### src/rtl/tmds_symbol_decoder_pkg.sv
// Shared TMDS receive types: control token codes, symbol/pixel types, alignment FSM states.
// Pure definitions; no clocked logic.
package tmds_pkg;

  typedef logic [9:0] tmds_sym_t;
  typedef logic [7:0] tmds_pix_t;

  typedef enum logic {
    SEARCH = 1'b0,
    LOCKED = 1'b1
  } tmds_state_t;

  localparam tmds_sym_t TOK_C00 = 10'h354;
  localparam tmds_sym_t TOK_C01 = 10'h0AB;
  localparam tmds_sym_t TOK_C10 = 10'h154;
  localparam tmds_sym_t TOK_C11 = 10'h2AB;

  function automatic logic tmds_is_token(input tmds_sym_t s);
    return (s == TOK_C00) || (s == TOK_C01) || (s == TOK_C10) || (s == TOK_C11);
  endfunction

  function automatic logic [1:0] tmds_ctrl_of(input tmds_sym_t s);
    logic [1:0] c;
    case (s)
      TOK_C01: c = 2'b01;
      TOK_C10: c = 2'b10;
      TOK_C11: c = 2'b11;
      default: c = 2'b00;
    endcase
    return c;
  endfunction

endpackage

### src/rtl/tmds_symbol_decoder_align.sv
// Symbol boundary hunt: 20-bit window, SEARCH/LOCKED FSM, dwell/run/gap counters.
// Symbol and token flag are combinational from the window; no backpressure. TMDS_RX_LOSS_CNT_EN adds loss_count.
module tmds_symbol_align
  import tmds_pkg::*;
#(
  parameter int LOCK_COUNT   = 8,
  parameter int SEARCH_DWELL = 2048,
  parameter int LOSS_TIMEOUT = 4096
) (
  input  logic        i_clk_pixel,
  input  logic        i_rst,
  input  tmds_sym_t   raw,
  output tmds_sym_t   sym,
  output logic        tok,
  output logic        locked,
  output logic [3:0]  offset
`ifdef TMDS_RX_LOSS_CNT_EN
  ,
  output logic [15:0] loss_count
`endif
);

  localparam int RUN_W   = $clog2(LOCK_COUNT);
  localparam int DWELL_W = $clog2(SEARCH_DWELL);
  localparam int GAP_W   = $clog2(LOSS_TIMEOUT);

  tmds_sym_t        prev;
  tmds_state_t      state;
  logic [RUN_W-1:0]   run;
  logic [DWELL_W-1:0] dwell;
  logic [GAP_W-1:0]   gap;
  logic [19:0]        win;

  // bit 0 of prev is the oldest received bit, so shifting right selects later framings
  assign win = {raw, prev};
  assign sym = tmds_sym_t'(win >> offset);
  assign tok = tmds_is_token(sym);

  always_ff @(posedge i_clk_pixel) begin
    if (i_rst) begin
      prev       <= '0;
      state      <= SEARCH;
      locked     <= 1'b0;
      offset     <= 4'd0;
      run        <= '0;
      dwell      <= '0;
      gap        <= '0;
`ifdef TMDS_RX_LOSS_CNT_EN
      loss_count <= 16'd0;
`endif
    end else begin
      prev <= raw;
      if (state == SEARCH) begin
        // a completed token run wins over a dwell expiry landing on the same cycle
        if (tok && run == RUN_W'(LOCK_COUNT - 1)) begin
          state  <= LOCKED;
          locked <= 1'b1;
          gap    <= '0;
          run    <= '0;
          dwell  <= '0;
        end else if (dwell == DWELL_W'(SEARCH_DWELL - 1)) begin
          offset <= (offset == 4'd9) ? 4'd0 : offset + 4'd1;
          dwell  <= '0;
          run    <= '0;
        end else begin
          dwell <= (dwell == '1) ? dwell : dwell + DWELL_W'(1);
          if (tok) run <= (run == '1) ? run : run + RUN_W'(1);
          else     run <= '0;
        end
      end else begin
        if (tok) begin
          gap <= '0;
        end else if (gap == GAP_W'(LOSS_TIMEOUT - 1)) begin
          state  <= SEARCH;
          locked <= 1'b0;
          gap    <= '0;
          dwell  <= '0;
          run    <= '0;
`ifdef TMDS_RX_LOSS_CNT_EN
          if (loss_count != 16'hFFFF) loss_count <= loss_count + 16'd1;
`endif
        end else begin
          gap <= (gap == '1) ? gap : gap + GAP_W'(1);
        end
      end
    end
  end

endmodule

### src/rtl/tmds_symbol_decoder.sv
// One TMDS channel receiver: word alignment then symbol decode to pixel byte or control value.
// Two registered stages after the alignment window; no backpressure. TMDS_RX_LOSS_CNT_EN adds o_loss_count.
module tmds_symbol_decoder
  import tmds_pkg::*;
#(
  parameter int LOCK_COUNT   = 8,
  parameter int SEARCH_DWELL = 2048,
  parameter int LOSS_TIMEOUT = 4096
) (
  input  logic        i_clk_pixel,
  input  logic        i_rst,
  input  logic [9:0]  i_raw,
  output logic [7:0]  o_data,
  output logic [1:0]  o_ctrl,
  output logic        o_de,
  output logic        o_valid,
  output logic        o_locked,
  output logic [3:0]  o_offset
`ifdef TMDS_RX_LOSS_CNT_EN
  ,
  output logic [15:0] o_loss_count
`endif
);

  tmds_sym_t  sym;
  logic       tok;
  tmds_sym_t  s1_sym;
  logic       s1_tok;
  logic [1:0] s1_ctrl;
  logic       s1_locked;

  function automatic tmds_pix_t tmds_decode(input tmds_sym_t q);
    tmds_pix_t qp;
    tmds_pix_t d;
    qp   = q[9] ? ~q[7:0] : q[7:0];
    d    = '0;
    d[0] = qp[0];
    for (int i = 1; i < 8; i++) begin
      d[i] = q[8] ? (qp[i] ^ qp[i-1]) : ~(qp[i] ^ qp[i-1]);
    end
    return d;
  endfunction

  tmds_symbol_align #(
    .LOCK_COUNT  (LOCK_COUNT),
    .SEARCH_DWELL(SEARCH_DWELL),
    .LOSS_TIMEOUT(LOSS_TIMEOUT)
  ) u_align (
    .i_clk_pixel(i_clk_pixel),
    .i_rst      (i_rst),
    .raw        (i_raw),
    .sym        (sym),
    .tok        (tok),
    .locked     (o_locked),
    .offset     (o_offset)
`ifdef TMDS_RX_LOSS_CNT_EN
    ,
    .loss_count (o_loss_count)
`endif
  );

  always_ff @(posedge i_clk_pixel) begin
    if (i_rst) begin
      s1_sym    <= '0;
      s1_tok    <= 1'b0;
      s1_ctrl   <= 2'b00;
      s1_locked <= 1'b0;
      o_data    <= '0;
      o_ctrl    <= 2'b00;
      o_de      <= 1'b0;
      o_valid   <= 1'b0;
    end else begin
      s1_sym    <= sym;
      s1_tok    <= tok;
      s1_ctrl   <= tmds_ctrl_of(sym);
      s1_locked <= o_locked;
      o_de      <= ~s1_tok;
      o_valid   <= s1_locked;
      // o_ctrl keeps the last control value seen across active video
      if (s1_tok) begin
        o_data <= '0;
        o_ctrl <= s1_ctrl;
      end else begin
        o_data <= tmds_decode(s1_sym);
      end
    end
  end

endmodule

### config.mk
export PLATFORM = sky130hd
export DESIGN_NAME = tmds_symbol_decoder
export DESIGN_NICKNAME = d
export VERILOG_FILES = /design/src/rtl/tmds_symbol_decoder_pkg.sv /design/src/rtl/tmds_symbol_decoder_align.sv /design/src/rtl/tmds_symbol_decoder.sv
export SDC_FILE = /design/constraint.sdc
export NUM_CORES = 1
export LEC_CHECK = 0
export ABC_AREA = 0
export BUFFER_PORTS_ARGS = -buffer_cell sky130_fd_sc_hd__buf_2
export CORE_MARGIN = 2
export CORE_UTILIZATION = 35
export DETAILED_ROUTE_END_ITERATION = 7
export HOLD_SLACK_MARGIN = 0.08
export PLACE_DENSITY_LB_ADDON = 0.2
export RECOVER_POWER = 50
export SYNTH_ARGS = -nofsm -noshare
export SYNTH_HDL_FRONTEND = slang
export SYNTH_SLANG_ARGS = --single-unit
### constraint.sdc
create_clock -name i_clk_pixel -period 6.77 [get_ports i_clk_pixel]
set_clock_uncertainty 0.2 [all_clocks]
set_input_delay 1.354 -clock i_clk_pixel [delete_from_list [all_inputs] [get_ports i_clk_pixel]]
set_output_delay 1.354 -clock i_clk_pixel [all_outputs]
set_load 0.01 [all_outputs]
==> impl_metrics.ini <==
[run_status]
status = finished, violations left
violations = capacitance limit, slew limit

[critical_path]
critPathLaunch = u_align.offset[1]
crit_arrival_ns = 4.45
start_kind = flop
cp_max_fo = 19
cp_data_required_time_ns = 6.85
r2r-start = u_align.offset[1]
reg2reg_depth = 9
r2r_slack_ns = 2.40
endpoint_kind = flop
path_class = reg2reg

[detailed_routing]
drc = 0
routedWlPerCell_um = 15.7
drt-total-wl_um = 8660
antenna_left = 0
vias = 3006
via_per_inst = 5.47
drt_pass1_iterations = 4
drt_iter0_drc = 177

[global_routing]
grt_use_total = 0.165
grt_first_pass_wirelength_um = 14700
grt_pass1_vias = 2908
antenna_found_initial = 0
overflow = 0
grt_start_max_net_pins = 46

[sta]
relSlewSlack = -0.381
hold_viol = 0
drv_slew = 46
setup-violations-final = 0
finalSetupTns_ns = 0
timing.final.crit_share = 0.646
max_freq_mhz = 229
max_slew.worst_pin.slew_ns = 2.07
rsz0062_at_grt = no
fin_crit_ns = 4.37

[yosys]
avgSynthCellArea_um2 = 9.36
synth_nets = 409
synthMuxAreaShare = 0.164
yosysSeqAreaShare = 0.370
synth_area_leaders = dfxtp_1 (37%), mux4_2 (9.2%), mux2i_1 (4.4%)
synth_area_um2 = 3680
synth_edf_count = 0
synth_ff_type = dfxtp_1
synth_cells = 393
synth_compound_area_frac = 0.166
yosys.area.top_type_share = 0.370
synth-simple-area-share = 0.193
synth_top_area_cell = dfxtp_1
synthArstFlopShare = 0
ys_warn_count = 0
synth_top_family_by_area = simple AND/OR/NAND/NOR gates
synth-seq-cells = 68
synthAdderAreaFrac = 0.0136
synth_cell_types = 58
synthXorXnorAreaFrac = 0.0381

[clocking]
cts_tree = yes
post_cts_resized = 0
cts_buffers = 9
postCtsSetupBuffers = 0
cts_buffer_depth = 2
clock_latency_ns = 0.35
cts.sinks = 68
postCtsHoldBufs = 0
root_buffer = clkbuf_8
clk_pin_slew_worst_paths_ns = 0.08
htree_levels = 3

[finish]
drive_gt1_frac = 0.152
diodes = 0
final_util = 0.396
final_cell_mix = dfxtp_1 (68), nor2_1 (39), nand3_1 (21)
final_nets = 425
final_common_cell = dfxtp_1
area_growth_syn_to_layout_pct = 10.7

[power]
comb_power_share = 0.078
peakVddDrop_mv = 0.0695
power.share.switching = 0.251
p_clk_frac = 0.425
cellLeakagePower_nw = 1.44
p_int_w = 0.000632
switchingPower_w = 0.000212
power_density_nw_per_um2 = 207
power_frac_seq = 0.497

[die]
placementRows = 37
die_height_um = 107
initial_core_util = 0.358
core_um2 = 10300
fp.dieW_um = 107
ios = 29
dieArea_um2 = 11300

[job]
drv_cap = 1

[place]
routabilityCongestion = 0.850
dp_hpwl_um = 5900
numPortBuffers = 28

[min_path]
worst_hold_path.num_cells = 1
min_from = s1_locked
hp-class = reg2reg
==> power groups by stage <==
stage           logic, W  registers, W  clock network [W]
3_3_place_gp   0.0000667      0.000429                  0
4_1_cts        0.0000673      0.000419           0.000370
3_5_place_dp   0.0000670      0.000429                  0
2_1_floorplan  0.0000439      0.000429                  0
6_report       0.0000658      0.000420           0.000358
5_1_grt        0.0000730      0.000421           0.000386
==> final timing paths <==
check / to
worst max-delay path: u_align.dwell[4]
worst min-delay path: o_valid
worst max register to register: u_align.dwell[4]
worst min register to register: o_valid
==> layout make-up <==
class / instances / area (um^2)
Tap cell: 136 / 170
Clock inverter: 5 / 58.8
Timing Repair Buffer: 32 / 146
Inverter: 19 / 71.3
Clock buffer: 11 / 151
Multi-Input combinational cell: 279 / 2110
Fill cell: 1071 / 6200
Sequential cell: 68 / 1360
==> registers in the layout, indices dropped and copies added, names as in the netlist, 2 cells and up <==
| register | cells |
|---|---|
| u_align.dwell | 11 |
| u_align.prev | 10 |
| u_align.gap | 12 |
| u_align.run | 3 |
| u_align.offset | 4 |
| o_ctrl | 2 |
| o_data | 8 |
| s1_sym | 10 |
| s1_ctrl | 2 |
==> cells in the mapped netlist (2+ instances only) <==
| library cell | n |
|---|---|
| a2111o_1 | 2 |
| a211oi_1 | 6 |
| a21o_1 | 4 |
| a21oi_1 | 16 |
| a22o_1 | 6 |
| a31o_2 | 2 |
| a31oi_1 | 10 |
| a41oi_1 | 7 |
| and2_1 | 3 |
| and3_1 | 7 |
| buf_1 | 3 |
| buf_2 | 5 |
| buf_6 | 3 |
| clkbuf_1 | 15 |
| clkinv_1 | 2 |
| dfxtp_1 | 68 |
| ha_1 | 4 |
| inv_1 | 17 |
| mux2_2 | 6 |
| mux2i_1 | 16 |
| mux4_2 | 15 |
| nand2_1 | 13 |
| nand3_1 | 21 |
| nand3b_1 | 4 |
| nand4_1 | 8 |
| nor2_1 | 39 |
| nor2b_1 | 13 |
| nor3_1 | 9 |
| nor3b_1 | 6 |
| o211ai_1 | 5 |
| o21ai_0 | 9 |
| o31ai_1 | 3 |
| o32ai_1 | 2 |
| or2_2 | 3 |
| or3_1 | 3 |
| or4_1 | 2 |
| xnor2_1 | 15 |
==> per-stage QoR <==
stage,cell area [um^2],power [W],cells,hold WS (ns),setup slack (ns)
after CTS,4100,0.000856,550,0.250,2.32
after detailed placement,3890,0.000496,534,0.233,2.16
after global placement,3890,0.000495,534,0.237,2.29
after floorplan,3680,0.000473,393,0.214,2.95
after global routing,4070,0.000880,550,0.259,1.97
final,4070,0.000844,550,0.240,2.40
==> cells by family (layout without fill, tap and decap cells) <==
logic type | after synthesis | after routing
AO/OA/AOI/OAI | 84 | 84
AND/OR/NAND/NOR | 136 | 136
flip-flops | 68 | 68
buffers and inverters | 46 | 67
adder cells (fa/ha/maj) | 4 | 4
XOR/XNOR | 16 | 16
multiplexers | 39 | 39
==> worst max-delay path: stages (launching register included) <==
cell and delay (ns):
dfxtp_1 0.86, buf_4 0.36, mux4_2 0.59, nand2_1 0.09, o21ai_0 0.15, a2111oi_0 0.53, nand4_2 0.34, a31oi_1 0.89
a41oi_1 0.09, mux2i_1 0.20
==> routing by layer <==
layer,vias up,track usage,share of wire
met1,1425,0.234,0.49
met5,-,0,0
li1,1486,-,-
met2,82,0.243,0.44
met3,13,0.0307,0.055
met4,0,0.0742,0.021
Power figures use the tool's default switching activity.
